File: src/rtl/fifo_pkg.sv
// Shared constants and types for the fifo_guard flow-control front end.
package fifo_pkg;
  localparam int FIFO_DEPTH = 16;
  localparam int FIFO_WIDTH = 8;
  localparam int FIFO_LVL_W = $clog2(FIFO_DEPTH + 1);

  typedef logic [FIFO_WIDTH-1:0] fifo_data_t;
  typedef logic [FIFO_LVL_W-1:0] fifo_lvl_t;
endpackage

File: src/rtl/fifo_guard_stats.sv
// Occupancy statistics: high-water mark and saturating push/pop counters.
module fifo_guard_stats
  import fifo_pkg::*;
#(
  parameter int LVL_W = FIFO_LVL_W
) (
  input  logic             clk,
  input  logic             clr_n,
  input  logic             reset_n,
  input  logic             push,
  input  logic             pop,
  input  logic [LVL_W-1:0] level,
  output logic [LVL_W-1:0] hwm,
  output logic [15:0]      push_cnt,
  output logic [15:0]      pop_cnt
);
  logic [LVL_W-1:0] hwm_q, hwm_d;
  logic [15:0]      push_cnt_q, push_cnt_d;
  logic [15:0]      pop_cnt_q, pop_cnt_d;

  always_comb begin
    hwm_d      = hwm_q;
    push_cnt_d = push_cnt_q;
    pop_cnt_d  = pop_cnt_q;
    if (level > hwm_q) hwm_d = level;
    if (push && push_cnt_q != 16'hFFFF)
      push_cnt_d = push_cnt_q + 16'd1;
    if (pop && pop_cnt_q != 16'hFFFF)
      pop_cnt_d = pop_cnt_q + 16'd1;
    if (!reset_n) begin
      hwm_d      = '0;
      push_cnt_d = '0;
      pop_cnt_d  = '0;
    end
  end

  always_ff @(posedge clk or negedge clr_n) begin
    if (!clr_n) begin
      hwm_q      <= '0;
      push_cnt_q <= '0;
      pop_cnt_q  <= '0;
    end else begin
      hwm_q      <= hwm_d;
      push_cnt_q <= push_cnt_d;
      pop_cnt_q  <= pop_cnt_d;
    end
  end

  assign hwm      = hwm_q;
  assign push_cnt = push_cnt_q;
  assign pop_cnt  = pop_cnt_q;
endmodule

File: src/rtl/fifo_guard.sv
// Valid/ready front end for the FIFO storage block with shadow occupancy.
// Define FIFO_GUARD_STATS_EN to add hwm/push_cnt/pop_cnt statistics ports.
module fifo_guard
  import fifo_pkg::*;
#(
  parameter int DEPTH    = FIFO_DEPTH,
  parameter int WIDTH    = FIFO_WIDTH,
  parameter int LVL_W    = $clog2(DEPTH + 1),
  parameter int AF_LEVEL = 12
) (
  input  logic             clk,
  input  logic             FIFO_clr_n,
  input  logic             FIFO_reset_n,
  input  logic             in_valid,
  input  logic [WIDTH-1:0] in_data,
  output logic             in_ready,
  output logic             out_valid,
  input  logic             out_ready,
  output logic [WIDTH-1:0] out_data,
  output logic             push,
  output logic             pop,
  output logic [WIDTH-1:0] data_in,
  input  logic [WIDTH-1:0] fifo_rd_data,
  output logic [LVL_W-1:0] level,
`ifdef FIFO_GUARD_STATS_EN
  output logic [LVL_W-1:0] hwm,
  output logic [15:0]      push_cnt,
  output logic [15:0]      pop_cnt,
`endif
  output logic             empty,
  output logic             full,
  output logic             almost_full
);
  logic [LVL_W-1:0] level_q, level_d;
  logic             rst_act;

  assign rst_act = !FIFO_clr_n || !FIFO_reset_n;

  assign empty       = (level_q == '0);
  assign full        = (level_q == LVL_W'(DEPTH));
  assign almost_full = (level_q >= LVL_W'(AF_LEVEL));

  assign in_ready  = !full;
  assign out_valid = !empty;

  assign push = in_valid && in_ready && !rst_act;
  assign pop  = out_valid && out_ready && !rst_act;

  assign data_in  = in_data;
  assign out_data = fifo_rd_data;
  assign level    = level_q;

  always_comb begin
    level_d = level_q;
    unique case (1'b1)
      push && !pop: level_d = level_q + LVL_W'(1);
      pop && !push: level_d = level_q - LVL_W'(1);
      default:      level_d = level_q;
    endcase
    if (!FIFO_reset_n) level_d = '0;
  end

  always_ff @(posedge clk or negedge FIFO_clr_n) begin
    if (!FIFO_clr_n) level_q <= '0;
    else             level_q <= level_d;
  end

`ifdef FIFO_GUARD_STATS_EN
  fifo_guard_stats #(
    .LVL_W(LVL_W)
  ) u_stats (
    .clk      (clk),
    .clr_n    (FIFO_clr_n),
    .reset_n  (FIFO_reset_n),
    .push     (push),
    .pop      (pop),
    .level    (level_q),
    .hwm      (hwm),
    .push_cnt (push_cnt),
    .pop_cnt  (pop_cnt)
  );
`endif
endmodule

File: config.mk
export PLATFORM = sky130hd
export DESIGN_NAME = fifo_guard
export DESIGN_NICKNAME = d
export VERILOG_FILES = /design/src/rtl/fifo_pkg.sv /design/src/rtl/fifo_guard_stats.sv /design/src/rtl/fifo_guard.sv
export SDC_FILE = /design/constraint.sdc
export NUM_CORES = 1
export LEC_CHECK = 0
export ABC_AREA = 1
export BUFFER_PORTS_ARGS = -buffer_cell sky130_fd_sc_hd__buf_2
export CAP_MARGIN = 20
export CORE_UTILIZATION = 35
export DETAILED_ROUTE_END_ITERATION = 8
export PLACE_DENSITY = 0.84
export SYNTH_ARGS = -nofsm -noshare
export SYNTH_HDL_FRONTEND = slang
export SYNTH_SLANG_ARGS = --single-unit
File: constraint.sdc
create_clock -name clk -period 2.05 [get_ports clk]
set_input_delay 0.3075 -clock clk [delete_from_list [all_inputs] [get_ports clk]]
set_output_delay 0.3075 -clock clk [all_outputs]
set_load 0.1 [all_outputs]
==> results.cfg <==
[power]
power.total_mw = 0.334
vdd_drop_max_v = 0.000168
p_leak_nw = 0.469
p_per_area_nw_per_um2 = 385

[sta]
setup_tns_ns = 0
slew_headroom = 0.678
period_minus_slack_ns = 2.01
slew_violations = 0
holdWs_ns = 0.492
rsz0062_at_grt = yes
hold_viol = 0
post-route-period-util = 0.978
tightest_slew_ns = 0.487
setup_viol = 0
fmax_mhz = 499
clock_skew_ns = 0.000353

[setup_path]
worst_r2r_endpoint = level[4]
cp_cell_sequence = nor2_4 -> nand3_4 -> nand2_4 -> nand2_8 -> fa_2 -> nand3b_1 -> nand2_1 -> nand2_1 -> nand2_1 -> nand2_1 -> inv_1 -> nor2_1 -> nand2_1 -> nand2_1
cp.buffers_inverters = 1
critPathMaxStageDelay_ns = 0.48
timing.rr.start = level[0]
slowest_stage = dfrtp_4
r2r_slack_ns = 0.04
cp_max_fo = 5
crit_required_ns = 2.18
crit_top_cell = nand2_1
path_class = reg -> reg
start_kind = flop
crit_path_end_kind = flop
crit_family = simple AND/OR/NAND/NOR gates
rr_worst_depth = 14
arrival_ns = 2.14

[synth]
yosysWarnings = 0
ys_seq_area_frac = 0.199
synth_top_area_frac = 0.199
ys_async_sr_fraction = 1.00
syn-cell-area_um2 = 629
synth_nets = 106
synth_edf_count = 0
syn_inst = 81
ys_seq_elements = 5
synthTopCellsByArea = dfrtp_1 20%, buf_4 19%, nand2_1 10%, ha_1 6.0%, inv_1 5.4%
synth_cell_types = 22
ys.flop_type = dfrtp_1
synth_top_area_cell = dfrtp_1
avgSynthCellArea_um2 = 7.77

[clock_tree]
clock_latency_ns = 0.24
clockRootBuffer = clkbuf_4
clk_path_buf_depth = 2
tritoncts = yes
cts_buffers = 3
clk_pin_slew_ns = 0.04
cts_sinks = 5
cts_htree_levels = 1

[grt]
antenna_found_initial = 0
grt_max_degree = 7
grt_pass1_vias = 546
track_usage = 0.153
grt_first_pass_wirelength_um = 2180
grt_overflow = 0

[finish]
largest_reg_flops = 5
nNetsFinal = 126
area_delta_synth_final_pct = 38.0
antenna_cells = 0
layout-drive-gt1-share = 0.590

[placed_design]
hpwl_um = 1110
gp_congestion = 0.826
io_buffers = 16

[routing]
ant_nets = 0
drt_first_pass_iters = 4
drc = 0
drt_iter0_markers = 5
vias = 578
wl_um = 1460
vias_per_cell = 4.66
wire_per_inst_um = 11.8

[die]
row_count = 14
pin_count = 49
initial_core_util = 0.395
die_area_um2 = 1970
core_um2 = 1590
die_h_um = 44.4
die_w_um = 44.4

[hold_path]
hp-start = FIFO_reset_n
holdPathEnd = level[1]
min_path_type = in -> reg
whs_path_depth = 4

[run_status]
outcome = finished, final reports clean

[run]
drv_cap = 0
==> report_power, final <==
part	total, mW	switching [mW]	internal [mW]
Sequential	0.104	0.00199	0.102
Combinational	0.115	0.0835	0.0316
Clock	0.115	0.0412	0.0736
Total	0.334	0.127	0.207
==> placed cells by master (no fill, tap or decap), types with 2 or more instances in the layout <==
cell type,Yosys,layout
clkbuf_4,0,3
ha_4,0,2
nand4_1,5,5
buf_4,16,14
nand3_1,2,2
inv_1,9,9
buf_2,0,16
nand2_4,2,3
nand2_1,17,17
nand3_4,0,2
nor2_4,1,3
dfrtp_4,0,5
nor2_1,2,2
==> cell families after synthesis <==
family                     after synthesis  synth area share
AOI/OAI and AO/OA                        3            0.0457
xor gates and xnor gates                 2            0.0278
adders and majority gates                4            0.0915
buffers and inverters                   29             0.278
DFF                                      5             0.199
and+or+nand+nor                         38             0.358
==> synthesized netlist by cell type (3+ instances only) <==
cell type	count
dfrtp_1	5
nand2_1	17
ha_1	3
buf_4	16
nor2_2	3
inv_1	9
nand4_1	5
==> per-layer routing <==
layer  vias to the layer above  routed length [um]  GRT usage
li1                        275                   -          -
met1                       266                 517      0.158
met2                        29                 816      0.274
met3                         8                  92     0.0163
met4                         0                  31      0.127
met5                         -                   0          0
==> metrics by stage <==
step	utilization	instance area (um^2)	cells	setup slack, ns
finish	0.545	868	124	0.0441
CTS	0.516	823	120	0.0182
detailed placement	0.492	785	115	-0.0181
global placement	0.492	785	115	0.0529
global route	0.545	868	124	-0.0445
floorplan	-	719	81	-0.548
==> area by class of cell <==
| cell class | count | area [um^2] |
|---|---|---|
| multi-input combinational | 47 | 405 |
| tap | 24 | 30.0 |
| timing repair buffer | 31 | 195 |
| inverter | 13 | 67.6 |
| clock buffer | 4 | 26.3 |
| fill | 145 | 726 |
| sequential | 5 | 144 |
==> worst max-delay path by stage <==
stage,start,end,slack (ns),cells after the start
floorplan,level[2],level[4],-0.55,16
global placement,level[0],level[4],0.05,14
detailed placement,level[0],level[4],-0.02,14
CTS,level[3],level[4],0.02,16
global route,level[0],level[4],-0.04,16
finish,level[0],level[4],0.04,14
==> worst reg2reg max path, stage by stage, from the launching register on <==
cell and delay, ns:
dfrtp_4 0.48, nor2_4 0.18, nand3_4 0.10, nand2_4 0.10
nand2_8 0.08, fa_2 0.36, nand3b_1 0.18, nand2_1 0.07
nand2_1 0.04, nand2_1 0.07, nand2_1 0.05, inv_1 0.05
nor2_1 0.03, nand2_1 0.05, nand2_1 0.05
==> repair_timing <==
action,CTS,global route
endpoints found under the setup margin,1,2
pin swaps,1,10
hold buffers,1,0
gates resized for setup,1,2
setup buffers,0,4
hold endpoints to repair,5,0
No activity file was read; power rests on OpenSTA's default activity.
